<file path="src/rtl/spi_slave.sv">
`default_nettype none
// +----------------------------------------------------------------------------+
// | Module   : spi_slave                                                       |
// | Purpose  : SPI responder, MSB-first, full duplex, all four CPOL/CPHA modes.|
// |            Runs entirely in the clk domain; sclk/ss/mosi are synchronized  |
// |            and edge-detected, sclk is never used as a clock.               |
// | Ports    : clk, rst       - system clock, synchronous active-high reset    |
// |            cpol, cpha     - SPI mode, latched when ss falls                |
// |            sclk, ss, mosi - asynchronous bus inputs from the master        |
// |            data_in        - word to transmit                               |
// |            miso, miso_oe  - serial data out and its pad enable             |
// |            busy           - transaction in progress                        |
// |            rx_valid       - one-cycle strobe, data_out just updated        |
// |            data_out       - last complete received word                    |
// | Revision : 1.0 - initial release                                           |
// +----------------------------------------------------------------------------+
module spi_slave #(
  parameter int WIDTH       = 8,
  parameter int SYNC_STAGES = 2
) (
  input  logic             clk,
  input  logic             rst,
  input  logic             cpol,
  input  logic             cpha,
  input  logic             sclk,
  input  logic             ss,
  input  logic             mosi,
  input  logic [WIDTH-1:0] data_in,
  output logic             miso,
  output logic             miso_oe,
  output logic             busy,
  output logic             rx_valid,
  output logic [WIDTH-1:0] data_out
);

  localparam int            CW     = $clog2(WIDTH);
  localparam logic [CW-1:0] C_LAST = CW'(WIDTH - 1);
  localparam logic [CW-1:0] C_ONE  = CW'(1);

  typedef enum logic [0:0] {
    S_IDLE   = 1'b0,
    S_ACTIVE = 1'b1
  } state_t;

  state_t r_state;
  state_t w_state_nxt;

  // Synchronizers and registered edge flags
  logic [SYNC_STAGES-1:0] r_sclk_sync;
  logic [SYNC_STAGES-1:0] r_ss_sync;
  logic [SYNC_STAGES-1:0] r_mosi_sync;
  logic                   r_sclk_d;
  logic                   r_ss_d;
  logic                   r_mosi_q;
  logic                   r_sclk_rise;
  logic                   r_sclk_fall;
  logic                   r_ss_rise;
  logic                   r_ss_fall;

  // Datapath
  logic             r_cpol;
  logic             r_cpha;
  logic [CW-1:0]    r_cnt;
  logic [WIDTH-2:0] r_rx;
  logic [WIDTH-1:0] r_tx;
  logic             r_reload;
  logic             r_miso;
  logic             r_miso_oe;
  logic             r_busy;
  logic             r_rx_valid;
  logic [WIDTH-1:0] r_data_out;

  logic w_sclk_s;
  logic w_ss_s;
  logic w_mosi_s;
  logic w_lead;
  logic w_trail;
  logic w_sample;
  logic w_drive;

  assign w_sclk_s = r_sclk_sync[SYNC_STAGES-1];
  assign w_ss_s   = r_ss_sync[SYNC_STAGES-1];
  assign w_mosi_s = r_mosi_sync[SYNC_STAGES-1];

  // The ss chain clears to 0 so that a reset taken while ss is held low does
  // not produce a falling edge afterwards: the slave waits for a fresh select.
  always_ff @(posedge clk) begin
    if (rst) begin
      r_sclk_sync <= '0;
      r_ss_sync   <= '0;
      r_mosi_sync <= '0;
      r_sclk_d    <= 1'b0;
      r_ss_d      <= 1'b0;
      r_mosi_q    <= 1'b0;
      r_sclk_rise <= 1'b0;
      r_sclk_fall <= 1'b0;
      r_ss_rise   <= 1'b0;
      r_ss_fall   <= 1'b0;
    end else begin
      r_sclk_sync <= {r_sclk_sync[SYNC_STAGES-2:0], sclk};
      r_ss_sync   <= {r_ss_sync[SYNC_STAGES-2:0], ss};
      r_mosi_sync <= {r_mosi_sync[SYNC_STAGES-2:0], mosi};
      r_sclk_d    <= w_sclk_s;
      r_ss_d      <= w_ss_s;
      // mosi is delayed alongside the edge flags so a sample edge sees the
      // data bit that was on the wire when that edge arrived.
      r_mosi_q    <= w_mosi_s;
      r_sclk_rise <= w_sclk_s & ~r_sclk_d;
      r_sclk_fall <= ~w_sclk_s & r_sclk_d;
      r_ss_rise   <= w_ss_s & ~r_ss_d;
      r_ss_fall   <= ~w_ss_s & r_ss_d;
    end
  end

  assign w_lead   = r_cpol ? r_sclk_fall : r_sclk_rise;
  assign w_trail  = r_cpol ? r_sclk_rise : r_sclk_fall;
  assign w_sample = r_cpha ? w_trail : w_lead;
  assign w_drive  = r_cpha ? w_lead  : w_trail;

  always_ff @(posedge clk) begin
    if (rst) begin
      r_state <= S_IDLE;
    end else begin
      r_state <= w_state_nxt;
    end
  end

  always_comb begin
    w_state_nxt = r_state;
    case (r_state)
      S_IDLE:   if (r_ss_fall) w_state_nxt = S_ACTIVE;
      S_ACTIVE: if (r_ss_rise) w_state_nxt = S_IDLE;
      default:  w_state_nxt = S_IDLE;
    endcase
  end

  always_ff @(posedge clk) begin
    if (rst) begin
      r_cpol     <= 1'b0;
      r_cpha     <= 1'b0;
      r_cnt      <= '0;
      r_rx       <= '0;
      r_tx       <= '0;
      r_reload   <= 1'b0;
      r_miso     <= 1'b0;
      r_miso_oe  <= 1'b0;
      r_busy     <= 1'b0;
      r_rx_valid <= 1'b0;
      r_data_out <= '0;
    end else begin
      r_rx_valid <= 1'b0;
      case (r_state)
        S_IDLE: begin
          r_busy    <= 1'b0;
          r_miso_oe <= 1'b0;
          r_miso    <= 1'b0;
          r_reload  <= 1'b0;
          if (r_ss_fall) begin
            r_busy    <= 1'b1;
            r_miso_oe <= 1'b1;
            r_cnt     <= '0;
            r_cpol    <= cpol;
            r_cpha    <= cpha;
            if (cpha) begin
              r_tx <= data_in;
            end else begin
              // No drive edge precedes the first sample in CPHA=0, so the MSB
              // has to be on the line as soon as we are selected.
              r_miso <= data_in[WIDTH-1];
              r_tx   <= {data_in[WIDTH-2:0], 1'b0};
            end
          end
        end
        S_ACTIVE: begin
          // ss release wins over any sclk edge seen in the same cycle.
          if (r_ss_rise) begin
            r_busy    <= 1'b0;
            r_miso_oe <= 1'b0;
            r_miso    <= 1'b0;
            r_cnt     <= '0;
            r_reload  <= 1'b0;
          end else if (w_sample) begin
            r_rx <= (WIDTH-1)'({r_rx, r_mosi_q});
            if (r_cnt == C_LAST) begin
              r_data_out <= {r_rx, r_mosi_q};
              r_rx_valid <= 1'b1;
              r_cnt      <= '0;
              r_tx       <= data_in;
              r_reload   <= 1'b1;
            end else begin
              r_cnt <= r_cnt + C_ONE;
            end
          end else if (w_drive) begin
            // The first drive edge after a completed word re-reads data_in, so
            // the host may update it in response to rx_valid.
            if (r_reload) begin
              r_miso   <= data_in[WIDTH-1];
              r_tx     <= {data_in[WIDTH-2:0], 1'b0};
              r_reload <= 1'b0;
            end else begin
              r_miso <= r_tx[WIDTH-1];
              r_tx   <= {r_tx[WIDTH-2:0], 1'b0};
            end
          end
        end
        default: ;
      endcase
    end
  end

  assign miso     = r_miso;
  assign miso_oe  = r_miso_oe;
  assign busy     = r_busy;
  assign rx_valid = r_rx_valid;
  assign data_out = r_data_out;

endmodule
`default_nettype wire

</file>
<file path="config.mk">
export PLATFORM = sky130hd
export DESIGN_NAME = spi_slave
export DESIGN_NICKNAME = d
export VERILOG_FILES = /design/src/rtl/spi_slave.sv
export SDC_FILE = /design/constraint.sdc
export NUM_CORES = 1
export LEC_CHECK = 0
export CORE_MARGIN = 8
export CORE_UTILIZATION = 57
export CTS_CLUSTER_SIZE = 30
export DETAILED_ROUTE_END_ITERATION = 8
export GPL_ROUTABILITY_DRIVEN = 0
export PLACE_DENSITY = 0.84
export SLEW_MARGIN = 0
export SYNTH_ARGS = -nofsm -noshare
export SYNTH_HDL_FRONTEND = slang
export SYNTH_SLANG_ARGS = --single-unit
</file>
<file path="constraint.sdc">
create_clock -name clk -period 4.72 [get_ports clk]
set_clock_uncertainty 0.2 [all_clocks]
set_input_delay 0.944 -clock clk [delete_from_list [all_inputs] [get_ports clk]]
set_output_delay 0.944 -clock clk [all_outputs]
set_load 0.02 [all_outputs]
</file>
# Word level (Yosys, flattened, before mapping)
# Cells that the tools add are included.
[op_classes]
add_sub_neg = 1
n_eq_ne = 11
muxes = 35
n_bitwise = 11
reduce_logical = 8
[ops]
columns = ["cell", "count"]
rows = [
  ["two-way mux 8 bit", 7],
  ["two-way mux 1 bit", 18],
  ["one-hot mux 8 bit (2 select lines)", 1],
  ["two-way mux 3 bit", 4],
  ["!= test 3 x 1 -> 1 bit (second input constant)", 3],
  ["one-hot mux 1 bit (2 select lines)", 4],
  ["AND reduction 2 bit", 4],
  ["AND reduction 4 bit", 2],
  ["inverter 1 bit", 7],
  ["one-hot mux 3 bit (2 select lines)", 1],
  ["bitwise AND 1 bit", 4],
  ["!= test 2 bit (second input constant)", 2],
  ["!= test 4 x 1 -> 1 bit (second input constant)", 1],
  ["!= test 4 x 3 -> 1 bit (second input constant)", 1],
  ["OR reduction 4 bit", 1],
  ["adder 3 x 1 -> 3 bit (second input constant)", 1],
  ["equality test 3 bit (second input constant)", 1],
  ["!= test 3 x 2 -> 1 bit (second input constant)", 1],
  ["!= test 3 bit (second input constant)", 1],
  ["AND reduction 3 bit", 1],
  ["!= test 2 x 1 -> 1 bit (second input constant)", 1],
]
[word_totals]
regBits = 46
inputBits = 15
output_inout_bits = 12
word_cells = 87

# Depth between registers and ports, before layout
# Gate-level depths: netlist of run 1.
[logic_depth]
ltp_word = 6
depth_mapped = 7
ltp_nobuf = 6

# Worst setup path before layout of run 1
# No wires, ideal clock.
[synth_timing]
path_kind = "input to register"
startpoint = "input cpha"
endpoint = "register r_tx[1]"
setup_ps = 117
t_arrival_ps = 1837
required_ps = 4403
slack_ps = 2565
stages = 5
n_path_buf = 1
cell_sequence = "clkbuf_1 > nor2_1 > a31oi_1 > or2_2 > a32o_1"
[synth_between]
elab_chain_len = 3
[synth_lines]
columns = ["element", "line_no", "rtl"]
rows = [
  ["start: declaration", "24", "input logic cpha,"],
  ["two-way mux 8 bit", "164", "if (cpha) begin"],
  ["two-way mux 8 bit", "158", "if (r_ss_fall) begin"],
  ["one-hot mux 8 bit (2 select lines)", "152", "case (r_state)"],
  ["end signal: assignment", "165", "r_tx <= data_in;"],
  ["end signal: assignment", "170", "r_tx <= {data_in[WIDTH-2:0], 1'b0};"],
  ["end signal: assignment", "188", "r_tx <= data_in;"],
  ["end: declaration", "65", "logic [WIDTH-1:0] r_tx;"],
]
# No other way between the ends. The select of a mux whose other input is x is not followed.
# A chain may end at the register's enable or synchronous reset.

# Worst setup path after layout of run 1
[layout_timing]
startpoint = "register r_busy (netlist: busy)"
endpoint = "output busy"
[layout_lines]
columns = ["element", "line_no", "rtl"]
rows = [
  ["start: declaration", "69", "logic r_busy;"],
  ["start signal: assignment", "147", "r_busy <= 1'b0;"],
  ["start signal: assignment", "154", "r_busy <= 1'b0;"],
  ["start signal: assignment", "159", "r_busy <= 1'b1;"],
  ["end: declaration", "31", "output logic busy,"],
]
# No word-level cell between the ends.

==> metrics.md, run 1 <==
| Metric | Value |
|---|---|
| Outcome | `complete, no violations` |
| Clk_lat worst skew | `0.36 ns` |
| Avg Vias per Cell | `~5.5` |
| CTS buffer count | `5` |
| Largest net degree at the start of global routing | `27` |
| Syn Nets | `230` |
| CTS tree | `done` |
| Gate Count Post-Synth | `213` |
| Critical Path Fanout Max | `3` |
| CTS Root Cell | `clkbuf_4` |
| Detailed placer's ending HPWL | `approximately 2.5 mm` |
| Classification of the worst setup path | `flop to output port` |
| Worst Hold Class | `flop to flop` |
| Setup Viol. Count Final | `0` |
| R2R setup slack | `2.44 ns` |
| P_leak | `0.000808 uW` |
| Hold path start | `r_sclk_d$_SDFF_PP0_` |
| Crit share post-route | `52.7%` |
| Detailed Route WL | `about 3.6 mm` |
| Logic pwr share | `under 10%` |
| Gr usage total | `between 10% and 20%` |
| # H-tree levels | `2` |
| Post-route minimum period | `2.49 ns` |
| First-pass GRT wire length | `6.17 mm` |
| Sw Share | `23.9%` |
| Reg2Reg Depth | `4` |
| CTS Sinks | `46` |
| Worst path required time | `around 3.6 ns` |
| RSZ-0062 raised after global routing | `no` |
| Layout cells sized above 1 | `11.0%` |
| P&R area growth vs syn | `16.7%` |
| CP endpoint kind | `output port` |
| Internal power | `475 uW` |
| Slew HR | `49.1%` |
| Initial antenna violation count | `0` |
| DRC violations left | `0` |
| WP buf/inv | `1` |
| Power per Cell Area | `276 nW/um2` |
| Slowest-stage cell, CP | `clkdlybuf4s50_1` |
| Core area | `~3300 um2` |
| Worst stage delay on the critical path | `approximately 0.62 ns` |
| Critical path, cell by cell | `clkdlybuf4s50_1` |
| Synthesized area per cell | `9.12 um2` |
| Critical R2R Launch | `r_state$_SDFF_PP0_` |
| Initial Util | `about three fifths` |
| Die area | `~5500 um2` |
| Slew Limit Fails | `0` |
| FMAX | `0.402 GHz` |
| Hold path endpoint | `r_sclk_rise$_SDFF_PP0_` |
| PortBufs | `26` |
| Ports | `27` |
| Final Hold Viols | `0` |
| Standard-cell rows | `21` |
| Number of routed nets with antenna violations | `0` |
| Reg-to-reg endpoint | `r_tx[5]$_SDFFE_PP0P_` |
| Slew @ Worst Pin | `0.763 ns` |
| VDD IR max | `0.193 mV` |
| Via count | `1546` |
| Setup Buffers After CTS | `0` |
| Total power draw | `625 uW` |
| Height of the chip | `74.4 um` |
| Seq pwr share | `between 60% and 70%` |
| Worst EP arrival | `1.34 ns` |
| Total global routing overflow | `0` |
| Sequential area share after synthesis | `between 40% and 50%` |
| P_sw | `150 uW` |
| Clock transition at path regs | `0.13 ns` |
| Syn. warnings | `0` |
| Vias in the first global route | `1436` |
| Power share of the clock group | `29.3%` |
| Crit start category | `flop` |
| Iter 0 DRT Violations | `80` |
| CP delay by family, top | `buffers and inverters` |
| Hold Buf Count CTS | `0` |
| Max-Cap Viols | `0` |
| Synth unique cells | `37` |
| Pre-Repair DR Iteration Count | `4` |
| Post-cts resize count | `0` |
| Setup_tns | `0 ns` |
| Synth Cell Area | `approximately 1900 um2` |
| Routed WL per cell | `approximately 13 um` |
| Nets | `253` |
| Number of synthesized register bits | `46` |
| WHS Path Cells | `1` |
| Max Buffers Root-to-Sink | `2` |
| Die X-Extent | `74.4 um` |
| N_diodes | `0` |
-- placed cells by master (no fill, tap or decap), types with 2 or more instances in the layout --
master | netlist | final
nor2b_1 | 21 | 21
nor2_1 | 9 | 9
buf_4 | 1 | 2
mux2_2 | 7 | 7
clkdlybuf4s50_1 | 0 | 26
ha_1 | 2 | 2
a211oi_1 | 7 | 7
nand3_1 | 8 | 8
nor3b_1 | 2 | 2
clkinv_2 | 0 | 2
mux2i_1 | 3 | 3
clkbuf_4 | 0 | 5
nand2_1 | 40 | 40
a21oi_1 | 19 | 19
a31oi_1 | 8 | 8
a22o_1 | 6 | 6
nand2b_1 | 2 | 2
dfxtp_1 | 46 | 46
a22oi_1 | 4 | 4
-- flip-flops by register name (all words and copies together), names as in the netlist --
name         count
r_reload         1
r_rx             7
r_sclk_fall      1
r_mosi_sync      2
r_sclk_d         1
data_out         8
r_tx             8
r_ss_rise        1
busy             1
r_ss_d           1
rx_valid         1
r_ss_sync        2
r_sclk_rise      1
r_ss_fall        1
r_cpol           1
r_cpha           1
r_cnt            3
r_sclk_sync      2
r_mosi_q         1
miso             1
r_state          1
-- worst max-delay path by stage --
stage / start / end / slack, ns / cells past startpoint
6_report: busy$_SDFFE_PP0N_ / busy / 2.23 / 1
5_1_grt: rst / r_tx[1]$_SDFFE_PP0P_ / 2.16 / 4
4_1_cts: busy$_SDFFE_PP0N_ / busy / 2.21 / 1
3_5_place_dp: rst / r_tx[1]$_SDFFE_PP0P_ / 1.88 / 4
3_3_place_gp: rst / r_tx[1]$_SDFFE_PP0P_ / 1.90 / 4
2_1_floorplan: cpha / r_tx[1]$_SDFFE_PP0P_ / 2.57 / 5
-- cell usage after synthesis --
| cell | instances | area [um2] |
|---|---|---|
| a211oi_1 | 7 | 52.6 |
| a211oi_2 | 1 | 12.5 |
| a21oi_1 | 19 | 95.1 |
| a22o_1 | 6 | 52.6 |
| a22oi_1 | 4 | 30.0 |
| a31oi_1 | 8 | 50.1 |
| a32o_1 | 1 | 10.0 |
| a32oi_1 | 1 | 8.76 |
| and2b_4 | 1 | 10.0 |
| buf_1 | 1 | 3.75 |
| buf_2 | 1 | 5.00 |
| buf_4 | 1 | 7.51 |
| buf_6 | 2 | 22.5 |
| clkbuf_1 | 7 | 26.3 |
| dfxtp_1 | 46 | 921 |
| ha_1 | 2 | 25.0 |
| inv_1 | 1 | 3.75 |
| mux2_2 | 7 | 78.8 |
| mux2i_1 | 3 | 30.0 |
| nand2_1 | 40 | 150 |
| nand2b_1 | 2 | 12.5 |
| nand3_1 | 8 | 40.0 |
| nand3_2 | 1 | 10.0 |
| nor2_1 | 9 | 33.8 |
| nor2_2 | 1 | 6.26 |
| nor2_8 | 1 | 20.0 |
| nor2b_1 | 21 | 131 |
| nor3_1 | 1 | 5.00 |
| nor3b_1 | 2 | 15.0 |
| o211ai_1 | 1 | 7.51 |
| o211ai_2 | 1 | 12.5 |
| o21a_1 | 1 | 7.51 |
| o21ai_0 | 1 | 5.00 |
| o22ai_1 | 1 | 6.26 |
| o22ai_2 | 1 | 12.5 |
| or2_2 | 1 | 6.26 |
| xnor2_2 | 1 | 16.3 |
-- area by class of cell --
cell class / count / area (um2)
Timing Repair Buffer: 28 / 275
Clock inverter: 3 / 18.8
Fill cell: 267 / 1040
Inverter: 1 / 3.75
Clock buffer: 5 / 37.5
Sequential cell: 46 / 921
Multi-Input combinational cell: 154 / 953
Tap cell: 46 / 57.6
-- per-layer routing --
| metal | global-route usage (%) | share of wire (%) | wire (um) |
|---|---|---|---|
| met5 | 0 | 0 | 0 |
| met4 | 7.39 | 2.2 | 78 |
| met3 | 4.18 | 6.1 | 222 |
| met2 | 22.5 | 45 | 1640 |
| met1 | 16.5 | 46 | 1680 |
-- power by group through the flow --
| stage | clock network [uW] | logic, uW | registers (uW) |
|---|---|---|---|
| after floorplan | 0 | 27.1 | 404 |
| after global placement | 0 | 44.5 | 405 |
| after detailed placement | 0 | 44.9 | 405 |
| after CTS | 187 | 45.2 | 397 |
| after global routing | 200 | 49.4 | 398 |
| final | 183 | 45.2 | 397 |
-- per-stage QoR --
| step | area (um2) | worst slack, ns | instances | hold WS [ns] | utilization (%) |
|---|---|---|---|---|---|
| floorplan | 1940 | 2.57 | 213 | 0.183 | - |
| global placement | 2210 | 1.90 | 275 | 0.189 | 66.8 |
| detailed placement | 2210 | 1.88 | 275 | 0.195 | 66.8 |
| CTS | 2270 | 2.21 | 283 | 0.211 | 68.5 |
| global route | 2270 | 2.16 | 283 | 0.239 | 68.5 |
| finish | 2270 | 2.23 | 283 | 0.209 | 68.5 |
-- kinds of logic after synthesis --
logic type               count (synthesis)  synth area share, %
buffers and inverters                   13                 3.54
AND/OR/NAND/NOR                         88                 22.7
adder cells (fa/ha/maj)                  2                 1.29
multiplexers                            10                 5.60
flip-flops                              46                 47.4
AO/OA/AOI/OAI                           53                 18.7
XOR/XNOR                                 1                0.837
(Power assumes the default switching activity.)
==> run 2, diff against run 1 <==
- CORE_UTILIZATION: 57 -> 48
- PLACE_DENSITY: 0.84 -> 0.75
- clock period: 4.72 -> 2.1 ns (I/O delays scaled with it)
==> run 2 against run 1 <==
Clock power rose to 3.5 times the previous value. Routed wire length is 8.6% higher. First-iteration DRC count down 19%. Hold slack got worse by 0.0037 ns. Utilization down 7.7 points. Sequential cell count stayed put. Final area up 5.6%.
==> metrics.md, run 2 (same netlist as run 1, synthesis figures left out) <==
| Metric | Value |
|---|---|
| Commonest non-fill, non-tap cells in the layout | `dfxtp_1 (46), nand2_1 (40), clkdlybuf4s50_1 (26), nor2b_1 (21), a21oi_1 (19)` |
| Setup_tns | `0 ns (unchanged)` |
| Nets | `261 (+3.2%)` |
| Commonest non-fill, non-tap cell in the layout | `dfxtp_1` |
| Post-route minimum period | `1.88 ns` |
| CTS Sinks | `46 (unchanged)` |
| Initial Util | `49.3% (-9.4 points)` |
| Slew HR | `69.2% (+20 points)` |
| CTS tree | `done` |
| VDD IR max | `0.483 mV (+150%)` |
| Height of the chip | `79.6 um (+7.0%)` |
| Detailed Route WL | `3.93 mm (+8.6%)` |
| Via count | `1573 (+1.7%)` |
| PortBufs | `26 (unchanged)` |
| Worst path required time | `1.48 ns (-2.10 ns)` |
| P&R area growth vs syn | `23.2%` |
| Die X-Extent | `79.6 um (+7.0%)` |
| Gr usage total | `13.3% (-0.77 points)` |
| Max-Cap Viols | `0 (unchanged)` |
| Slew Limit Fails | `0 (unchanged)` |
| Ports | `27 (unchanged)` |
| Power per Cell Area | `687 nW/um2 (+150%)` |
| Initial antenna violation count | `0 (unchanged)` |
| CTS Root Cell | `clkbuf_8` |
| Number of routed nets with antenna violations | `0 (unchanged)` |
| WP buf/inv | `1 (unchanged)` |
| Critical Path Fanout Max | `3 (unchanged)` |
| Setup Buffers After CTS | `0 (unchanged)` |
| DRC violations left | `0 (unchanged)` |
| Slowest-stage cell, CP | `clkdlybuf4s50_1` |
| N_diodes | `0 (unchanged)` |
| Layout cells sized above 1 | `13.1% (+2.1 points)` |
| CP endpoint kind | `output port` |
| Detailed placer's ending HPWL | `2.73 mm (+8.8%)` |
| FMAX | `0.533 GHz` |
| First-pass GRT wire length | `6.78 mm (+9.8%)` |
| Max Buffers Root-to-Sink | `2 (unchanged)` |
| Hold Buf Count CTS | `0 (unchanged)` |
| Outcome | `complete, no violations` |
| Die area | `6340 um2 (+15%)` |
| Core area | `3940 um2 (+19%)` |
| Avg Vias per Cell | `5.33 (-2.4%)` |
| Classification of the worst setup path | `flop to output port` |
| Worst EP arrival | `1.26 ns (-0.08 ns)` |
| # H-tree levels | `2 (unchanged)` |
| Standard-cell rows | `23 (+9.5%)` |
| Final Hold Viols | `0 (unchanged)` |
| Pre-Repair DR Iteration Count | `4 (unchanged)` |
| CTS buffer count | `5 (unchanged)` |
| Largest net degree at the start of global routing | `29 (+7.4%)` |
| Total global routing overflow | `0 (unchanged)` |
| Vias in the first global route | `1506 (+4.9%)` |
| Setup Viol. Count Final | `0 (unchanged)` |
| RSZ-0062 raised after global routing | `no` |
| R2R setup slack | `0.29 ns (-2.15 ns)` |
| Routed WL per cell | `13.3 um (+4.2%)` |
| Crit start category | `flop` |
| Post-cts resize count | `0 (unchanged)` |
| Worst Hold Class | `flop to flop` |
| CP delay by family, top | `buffers and inverters` |
| Slew @ Worst Pin | `0.461 ns (-0.302 ns)` |
| Crit share post-route | `between 80% and 90%` |
| Clk_lat worst skew | `0.30 ns (-0.06 ns)` |
| Iter 0 DRT Violations | `65 (-19%)` |
| Clock transition at path regs | `0.08 ns (-0.05 ns)` |
| Final hold slack | `0.205 ns (-0.00372 ns)` |
| Critical path, cell by cell | `clkdlybuf4s50_1` |
| Worst stage delay on the critical path | `0.61 ns (about the same)` |
| P_leak | `0.000869 uW (+7.5%)` |
-- run 2: final cells by class --
cell class | count | area, um2
repair buffers | 36 | 348
well taps | 50 | 62.6
clock buffers | 7 | 76.3
flip-flops and latches | 46 | 921
inverters | 1 | 3.75
fillers | 345 | 1550
clock inverters | 1 | 30.0
multi-input cells | 154 | 953
-- run 2: final timing paths --
path / end / start / cells past startpoint
hold / removal: r_sclk_rise$_SDFF_PP0_ / r_sclk_d$_SDFF_PP0_ / 1
hold reg to reg: r_sclk_rise$_SDFF_PP0_ / r_sclk_d$_SDFF_PP0_ / 1
setup reg to reg: r_tx[2]$_SDFFE_PP0P_ / r_cpha$_SDFFE_PP0P_ / 5
setup / recovery: miso_oe / busy$_SDFFE_PP0N_ / 1
-- run 2: power breakdown --
group          leakage, uW  internal, uW  switching (uW)
logic             0.000444          60.4            53.9
clock network    0.0000524           356             286
registers         0.000372           883            5.19
total             0.000869          1300             345
-- run 2: through the flow --
step           utilization (%)  instance area (um2)  setup slack, ns  power, uW  instances
2_1_floorplan                -                 1940            0.368        969        213
3_3_place_gp              58.0                 2290            0.151       1020        287
3_5_place_dp              58.0                 2290            0.122       1020        287
4_1_cts                   60.7                 2390            0.205       1670        295
5_1_grt                   60.7                 2390            0.134       1720        295
6_report                  60.7                 2390            0.223       1640        295
-- run 2: routing by layer --
layer	part of all wire, %	vias to the layer above	global-route usage [%]	wire length [um]
met5	0	-	0	0
met4	1.6	0	5.56	63
met3	5.5	6	4.50	215
met2	47	27	21.8	1860
met1	46	739	15.4	1790
li1	-	801	-	-
==> run 3, diff against run 2 <==
- CORE_UTILIZATION: 48 -> 55
- DONT_BUFFER_PORTS: default -> 1
- PLACE_DENSITY: 0.75 -> 0.74
==> run 3 against run 2 <==
Non-clock buffer count shrank 25. Clock-buffer cell count shrank 1. Routed wire length shrank 3.0%. Utilization grew 1.9 points. Final cell count shrank 9.8%. Critical path type is now flop to flop. Largest cell class unchanged.
==> metrics.md, run 3 (same netlist as run 1, synthesis figures left out) <==
| Metric | Value |
|---|---|
| Outcome | `complete, no violations` |
| R2R setup slack | `0.27 ns (-0.02 ns)` |
| Setup_tns | `0 ns (unchanged)` |
| Initial Util | `57.8% (+8.5 points)` |
| Clk_lat worst skew | `0.36 ns (+0.06 ns)` |
| Worst EP arrival | `1.90 ns (+0.64 ns)` |
| Setup Viol. Count Final | `0 (unchanged)` |
| Iter 0 DRT Violations | `105 (+62%)` |
| Final Hold Viols | `0 (unchanged)` |
| Via count | `1486 (-5.5%)` |
| Filler Cells Inserted | `307 (-11%)` |
| RSZ-0062 raised after global routing | `no` |
| Hold path start | `data_in[0]` |
| Detailed placer's ending HPWL | `2.60 mm (-4.8%)` |
| P_leak | `0.000757 uW (-13%)` |
| Reg2Reg Depth | `5 (unchanged)` |
| Max-Cap Viols | `0 (unchanged)` |
| First-pass GRT wire length | `6.45 mm (-4.8%)` |
| Commonest non-fill, non-tap cell in the layout | `dfxtp_1` |
| Nets | `236 (-9.6%)` |
| Ports | `27 (unchanged)` |
| Worst Hold Class | `primary input to flop` |
| Post-route minimum period | `1.83 ns (-0.0447 ns)` |
| N_diodes | `0 (unchanged)` |
| Routing usage on met2 | `24.9% (+3.2 points)` |
| Commonest non-fill, non-tap cells in the layout | `dfxtp_1 (46), nand2_1 (40), nor2b_1 (21), a21oi_1 (19), nor2_1 (9)` |
| Gr usage total | `14.9% (+1.6 points)` |
| Die area | `5690 um2 (-10%)` |
| Gr busiest metal | `met2` |
| Critical R2R Launch | `r_cpha$_SDFFE_PP0P_` |
| CTS tree | `done` |
| Power per Cell Area | `670 nW/um2 (-2.5%)` |
| Pre-Repair DR Iteration Count | `4 (unchanged)` |
| Worst path required time | `2.17 ns (+0.69 ns)` |
| Layout cells sized above 1 | `13.6% (+0.58 points)` |
| Vias in the first global route | `1479 (-1.8%)` |
| Met3 Use GR | `4.61% (+0.10 points)` |
| PortBufs | `0 (-100%)` |
| CP endpoint kind | `flop` |
| Slew @ Worst Pin | `0.442 ns (-0.0188 ns)` |
| Classification of the worst setup path | `flop to flop` |
| Max Buffers Root-to-Sink | `2 (unchanged)` |
| P&R area growth vs syn | `8.44%` |
| WHS Path Cells | `2 (+1)` |
| Slew Limit Fails | `0 (unchanged)` |
| Crit start category | `flop` |
| Setup WS post-layout | `0.268 ns (+0.0447 ns)` |
| Pre-CTS WS | `0.279 ns (+0.157 ns)` |
| Slew HR | `70.5% (+1.3 points)` |
| CTS Root Cell | `clkbuf_4` |
| Largest net degree at the start of global routing | `37 (+28%)` |
| Critical Path Fanout Max | `7 (+4)` |
| Routed WL per cell | `14.3 um (+7.6%)` |
| Total power draw | `1410 uW (-14%)` |
| Core area | `3360 um2 (-15%)` |
| Die X-Extent | `75.4 um (-5.3%)` |
| Number of routed nets with antenna violations | `0 (unchanged)` |
| Hold path endpoint | `r_tx[1]$_SDFFE_PP0P_` |
| Detailed Route WL | `3.82 mm (-3.0%)` |
| # H-tree levels | `2 (unchanged)` |
| Clock transition at path regs | `0.13 ns (+0.05 ns)` |
| Met1 global-route usage | `15.8% (+0.44 points)` |
| VDD IR max | `0.372 mV (-23%)` |
| Height of the chip | `75.4 um (-5.3%)` |
| DRC violations left | `0 (unchanged)` |
| FMAX | `0.546 GHz (+2.4%)` |
| Total global routing overflow | `0 (unchanged)` |
| Initial antenna violation count | `0 (unchanged)` |
| Reg-to-reg endpoint | `r_tx[1]$_SDFFE_PP0P_` |
| Setup Buffers After CTS | `0 (unchanged)` |
| Avg Vias per Cell | `5.59 (+4.8%)` |
| Crit share post-route | `87.3% (-2.1 points)` |
| CTS buffer count | `5 (unchanged)` |
| Standard-cell rows | `21 (-8.7%)` |
| CTS Sinks | `46 (unchanged)` |
run 3: how the worst max path moves through the flow:
stage	end	cells past startpoint	from	slack [ns]
6_report	r_tx[1]$_SDFFE_PP0P_	5	r_cpha$_SDFFE_PP0P_	0.27
5_1_grt	r_tx[7]$_SDFFE_PP0P_	5	r_cpha$_SDFFE_PP0P_	0.13
4_1_cts	r_tx[1]$_SDFFE_PP0P_	5	r_cpha$_SDFFE_PP0P_	0.26
3_5_place_dp	r_tx[1]$_SDFFE_PP0P_	5	r_cpha$_SDFFE_PP0P_	0.28
3_3_place_gp	r_tx[1]$_SDFFE_PP0P_	5	r_cpha$_SDFFE_PP0P_	0.33
2_1_floorplan	r_tx[1]$_SDFFE_PP0P_	5	r_cpha$_SDFFE_PP0P_	0.37
run 3: routing by layer:
metal  wire length, um  part of all wire [%]  up-vias
li1                  -                     -      755
met1              1700                    45      693
met2              1770                    46       31
met3               265                   6.9        7
met4                80                   2.1        0
met5                 0                     0        -
run 3: where the power goes:
part           total [uW]  switching (uW)  internal (uW)  leakage (uW)
sequential            890            6.04            884      0.000372
clock                 441             280            161     0.0000343
combinational        79.6            39.6           40.0      0.000351
run 3: cell type report:
cell class	instances	area, um2	area share, %
clock buffer	6	51.3	2.43
clock inverter	2	12.5	0.594
inverter	1	3.75	0.178
multi-input combinational	154	953	45.2
sequential	46	921	43.7
tap	46	57.6	2.73
timing repair buffer	11	108	5.11
run 3: critical path, stage by stage (launching register included):
cell      delay (ns)
dfxtp_1         0.36
xnor2_2         0.25
mux2i_1         0.35
o211ai_2        0.15
and2b_4         0.22
a32o_1          0.22
run 3: through the flow:
| stage | cell area [um2] | hold slack, ns | util (%) | cells |
|---|---|---|---|---|
| finish | 2110 | 0.111 | 62.6 | 266 |
| global route | 2110 | 0.0919 | 62.6 | 266 |
| CTS | 2110 | 0.0955 | 62.6 | 266 |
| detailed placement | 1970 | 0.197 | 58.7 | 252 |
| global placement | 1970 | 0.188 | 58.7 | 252 |
| floorplan | 1940 | 0.183 | - | 213 |
run 3: what timing repair did:
item                                   in CTS  in global routing
gates resized for setup                     0                  0
hold buffers                                6                  0
endpoints found under the hold margin      36                  0
==> edit 1, RTL diff (flow settings as in run 2) <==
Change the parameter `SYNC_STAGES` from 2 to 4.
--- a/src/rtl/spi_slave.sv
+++ b/src/rtl/spi_slave.sv
@@ -16,7 +16,7 @@
 // +----------------------------------------------------------------------------+
 module spi_slave #(
   parameter int WIDTH       = 8,
-  parameter int SYNC_STAGES = 2
+  parameter int SYNC_STAGES = 4
 ) (
   input  logic             clk,
   input  logic             rst,
Behaviour: not the same (Yosys sat finds a counterexample within 10 cycles, from zero or initial values and one cycle with rst high).
==> edit 1 against run 2 <==
- cell area up 4.5%
- total power is 0.51% lower
- sequential cell count up 6
- largest power group unchanged
- first-iteration DRC count up 110%
- synthesized area grew 7.9%
- register-to-register slack got worse by 0.14 ns
- sequential share of layout area rose by 3.1 points
- routed wire length is 2.0% higher
- combinational power fell by 23%
- worst setup slack lost 0.068 ns
==> edit 1: results (changes against run 2) <==
Mapped Avg Cell Area 9.23 µm² (+1.2%); most frequent cells after synthesis dfxtp_1 (52), nand2_1 (33), nor2b_1 (28); clk buf depth 2 (unchanged); status complete, no violations; post-CTS setup buffers 0 (unchanged); H-tree Lvls 2 (unchanged); hold path depth 1 (unchanged); Hold Path Origin r_sclk_d$_SDFF_PP0_; DP Wirelength 2760 µm (+0.84%); R2R Path End data_out[6]$_SDFFE_PP0P_; gr usage total 0.128 (-0.00494); crit path max fanout 18 (+15); Arrival @ worst endpoint 1.98 ns (+0.72 ns); Post-Place Cells 299 (+4.2%); sequential fraction of the synthesis area 0.497 (+0.0228); Post-DP Area 2420 µm² (+5.7%); Nets 271 (+3.8%); Via-to-Cell Ratio 5.36 (+0.61%); Post-synth ARST share 0 (unchanged); PostCTS Resize Cnt 0 (unchanged); Peak VDD IR 0.448 mV (-7.1%); leakage 0.860 nW (-1.0%); hold path endpoint r_sclk_rise$_SDFF_PP0_; DR pass1 iterations 4 (unchanged); Syn Nets 244 (+6.1%); WL/cell 13.1 µm (-2.0%); Max stage delay on crit path 0.56 ns (-0.05 ns); R2R Setup Slk 0.15 ns (-0.14 ns); largest net degree at the start of global routing 38 (+31%); Slew HR 0.565 (-0.127); CP delay by family, top simple AND/OR/NAND/NOR gates; share of layout cells above drive strength 1 0.0745 (-0.0561); port bufs 26 (unchanged); final std cells w/o fill 307 (+4.1%); worst reg-to-reg path cell count 5 (unchanged); vias in the first global route 1456 (-3.3%); Initial DRC Count 139 (+110%); Synth area leaders dfxtp_1 (50%), nor2b_1 (8.4%), nand2_1 (5.9%), mux2i_1 (4.8%), a21oi_1 (4.1%); distinct cell type count after synthesis 33 (-11%); Filler Cells Inserted 398 (+15%); crit path max-delay cell type nor2_2
==> edit 1: changes by cell type after synthesis, sizes merged, moves of 7 or more <==
cell          run 2  this run
a31oi             8         1
mux2i             3        10
nand2            40        33
nor2b            21        28
==> edit 1: layout make-up <==
type                            instances  area share
Clock buffer                            7      0.0305
Multi-Input combinational cell        159       0.388
Inverter                                2     0.00300
Clock inverter                          1     0.00350
Sequential cell                        52       0.416
Timing Repair Buffer                   34       0.133
Tap cell                               52      0.0260
==> edit 1: how the worst max path moves through the flow <==
stage / start / to / slack (ns) / depth (start not counted)
floorplan: r_cpha$_SDFFE_PP0P_ / r_tx[6]$_SDFFE_PP0P_ / 0.33 / 6
finish: r_cpha$_SDFFE_PP0P_ / data_out[6]$_SDFFE_PP0P_ / 0.15 / 5
global placement: cpha / r_tx[4]$_SDFFE_PP0P_ / 0.17 / 6
CTS: r_cpha$_SDFFE_PP0P_ / data_out[0]$_SDFFE_PP0P_ / 0.14 / 5
detailed placement: cpha / r_tx[4]$_SDFFE_PP0P_ / 0.15 / 6
global route: r_cpha$_SDFFE_PP0P_ / data_out[0]$_SDFFE_PP0P_ / 0.001 / 5
==> edit 1: worst register-to-register path, cell delays in order (launching register included) <==
cell and delay (ns):
dfxtp_1 0.35, xnor2_2 0.27, mux2i_1 0.20, nor2_2 0.56
nand3_1 0.16, a21oi_1 0.15
==> edit 1: metal layers <==
metal	track usage	share of wire	up-vias
met5	0	0	-
met4	0.0526	0.016	0
met3	0.0416	0.043	8
met2	0.196	0.46	26
met1	0.162	0.48	768
li1	-	-	845
==> edit 1: power breakdown <==
group / switching, mW / total (mW) / internal, mW
Clock: 0.311 / 0.550 / 0.239
Sequential: 0.00304 / 0.998 / 0.995
Combinational: 0.0412 / 0.0877 / 0.0465
Total: 0.356 / 1.64 / 1.28
==> edit 1: cells by family after synthesis <==
family / Yosys count / synth area share
buf+inv: 16 / 0.0394
flops: 52 / 0.497
simple gates: 96 / 0.226
mux: 11 / 0.0549
fa+ha+maj: 2 / 0.0119
compound gates: 49 / 0.163
xor+xnor: 1 / 0.00776
==> edit 1: per-stage QoR <==
step	worst slack [ns]	hold slack (ns)	utilization
floorplan	0.328	0.183	-
global placement	0.165	0.190	0.563
detailed placement	0.155	0.191	0.563
CTS	0.142	0.204	0.583
global route	0.00107	0.218	0.583
finish	0.155	0.206	0.583
==> edit 2, RTL diff (config.mk and constraints of run 2) <==
Without the edit above. Register the output `rx_valid` once more, with the module's reset; this adds one clock of latency there. The other outputs are not delayed to match. Comments in the files are not updated.
--- a/src/rtl/spi_slave.sv
+++ b/src/rtl/spi_slave.sv
@@ -211,7 +211,13 @@
   assign miso     = r_miso;
   assign miso_oe  = r_miso_oe;
   assign busy     = r_busy;
-  assign rx_valid = r_rx_valid;
+  always_ff @(posedge clk) begin
+    if (rst) begin
+      rx_valid <= '0;
+    end else begin
+      rx_valid <= r_rx_valid;
+    end
+  end
   assign data_out = r_data_out;
 
 endmodule
Check against the original RTL: same outputs for any inputs over 10 cycles, from zero or initial values and one cycle with rst high; that may be too few to reach the edited logic, so the function may still have changed.
==> edit 2 against run 2 <==
- synthesized area rose by 1.4%
- maximum frequency barely moved
- routed wire length fell by 1.6%
- total power fell by 5.4%
- worst setup slack improved by 0.00053 ns
- utilization fell by 0.57 points
- cell area fell by 0.21%
- sequential cell count rose by 1
- critical path type unchanged
==> edit 2: results (changes against run 2) <==
distinct cell type count after synthesis 37 (unchanged); share of layout cells above drive strength 1 0.134 (+0.00353); Syn Nets 232 (+0.87%); DP Wirelength 2700 µm (-1.3%); post-CTS setup buffers 0 (unchanged); crit path max-delay cell type clkdlybuf4s50_1; clock latency on the worst-skew pair 0.30 ns (about the same); gr usage total 0.131 (-0.00221); DR pass1 iterations 4 (unchanged); Peak VDD IR 0.398 mV (-18%); Arrival @ worst endpoint 1.26 ns (about the same); reg-to-reg startpoint r_cpha$_SDFFE_PP0P_; vias in the first global route 1395 (-7.4%); port bufs 26 (unchanged); Slew HR 0.672 (-0.0204); leakage 0.869 nW (about the same); crit path max fanout 3 (unchanged); worst reg-to-reg path cell count 5 (unchanged); Max stage delay on crit path 0.61 ns (about the same); first-pass GRT wire length 6600 µm (-2.6%); Hold Path Origin r_ss_d$_SDFF_PP0_; Post-synth ARST share 0 (unchanged); most frequent cells after synthesis dfxtp_1 (47), nand2_1 (40), nor2b_1 (22); hold path endpoint r_ss_rise$_SDFF_PP0_; Nets 263 (+0.77%); CP delay by family, top buffers and inverters; Filler Cells Inserted 363 (+5.2%); clk buf depth 2 (unchanged); antenna fix cells 0 (unchanged); synth warn 0 (unchanged); root buf cell clkbuf_8; Synth area leaders dfxtp_1 (48%), nand2_1 (7.6%), nor2b_1 (7.0%), a21oi_1 (4.8%), mux2_2 (4.0%); WL/cell 13.1 µm (-2.0%); Most used DFF post-synth dfxtp_1; largest net degree at the start of global routing 24 (-17%); Initial DRC Count 93 (+43%); hold path depth 1 (unchanged); CTS Buf Count 5 (unchanged); clk slew on worst S/H paths 0.08 ns (about the same); DR vias 1564 (-0.57%); sequential fraction of the synthesis area 0.478 (+0.00384); PostCTS Resize Cnt 0 (unchanged); R2R Setup Slk 0.25 ns (-0.04 ns); Hold/Removal Path Class reg -> reg; R2R Path End r_tx[1]$_SDFFE_PP0P_; status complete, no violations; antenna violations before repair 0 (unchanged); H-tree Lvls 2 (unchanged)
-- edit 2: cell count changes after synthesis --
| cell | before | now |
|---|---|---|
| buf_1 | 1 | 2 |
| clkbuf_1 | 7 | 6 |
| dfxtp_1 | 46 | 47 |
| nor2b_1 | 21 | 22 |
-- edit 2: layout make-up --
cell class,instances,area share
clock buffer,6,0.0346
clock inverter,1,0.00209
inverter,1,0.00157
multi-input combinational,155,0.402
sequential,47,0.394
tap,50,0.0262
timing repair buffer,36,0.140
-- edit 2: worst max path at each step --
stage	start	end	slack, ns	cells past startpoint
final	busy$_SDFFE_PP0N_	busy	0.22	1
after global routing	r_cpha$_SDFFE_PP0P_	r_tx[2]$_SDFFE_PP0P_	0.13	5
after CTS	busy$_SDFFE_PP0N_	busy	0.20	1
after detailed placement	cpha	r_tx[1]$_SDFFE_PP0P_	0.07	5
after global placement	cpha	r_tx[1]$_SDFFE_PP0P_	0.1	5
after floorplan	r_cpha$_SDFFE_PP0P_	r_tx[1]$_SDFFE_PP0P_	0.37	5
-- edit 2: kinds of logic (layout without fill, tap and decap cells) --
group           count (synthesis)  in the layout  synth area share
compound gates                 53             53             0.184
mux                            10             10            0.0553
xor+xnor                        1              1           0.00826
buf+inv                        13             44            0.0349
fa+ha+maj                       2              2            0.0127
flops                          47             47             0.478
simple gates                   89             89             0.227
-- edit 2: per-stage QoR --
| stage | hold slack [ns] | std cells | area (µm²) | setup WS [ns] |
|---|---|---|---|---|
| after global placement | 0.188 | 289 | 2300 | 0.0989 |
| final | 0.205 | 296 | 2390 | 0.223 |
| after CTS | 0.208 | 296 | 2390 | 0.202 |
| after global routing | 0.227 | 296 | 2390 | 0.135 |
| after floorplan | 0.183 | 215 | 1970 | 0.368 |
| after detailed placement | 0.197 | 289 | 2300 | 0.0745 |
-- edit 2: layer usage --
| layer | vias up | track usage | share of wire |
|---|---|---|---|
| li1 | 813 | - | - |
| met2 | 27 | 0.192 | 0.45 |
| met3 | 6 | 0.0502 | 0.060 |
| met4 | 0 | 0.0618 | 0.018 |
| met5 | - | 0 | 0 |
| met1 | 718 | 0.163 | 0.47 |
-- edit 2: power breakdown --
group / internal [mW] / switching [mW]
registers: 0.902 / 0.00530
logic: 0.0580 / 0.0528
clock network: 0.258 / 0.280
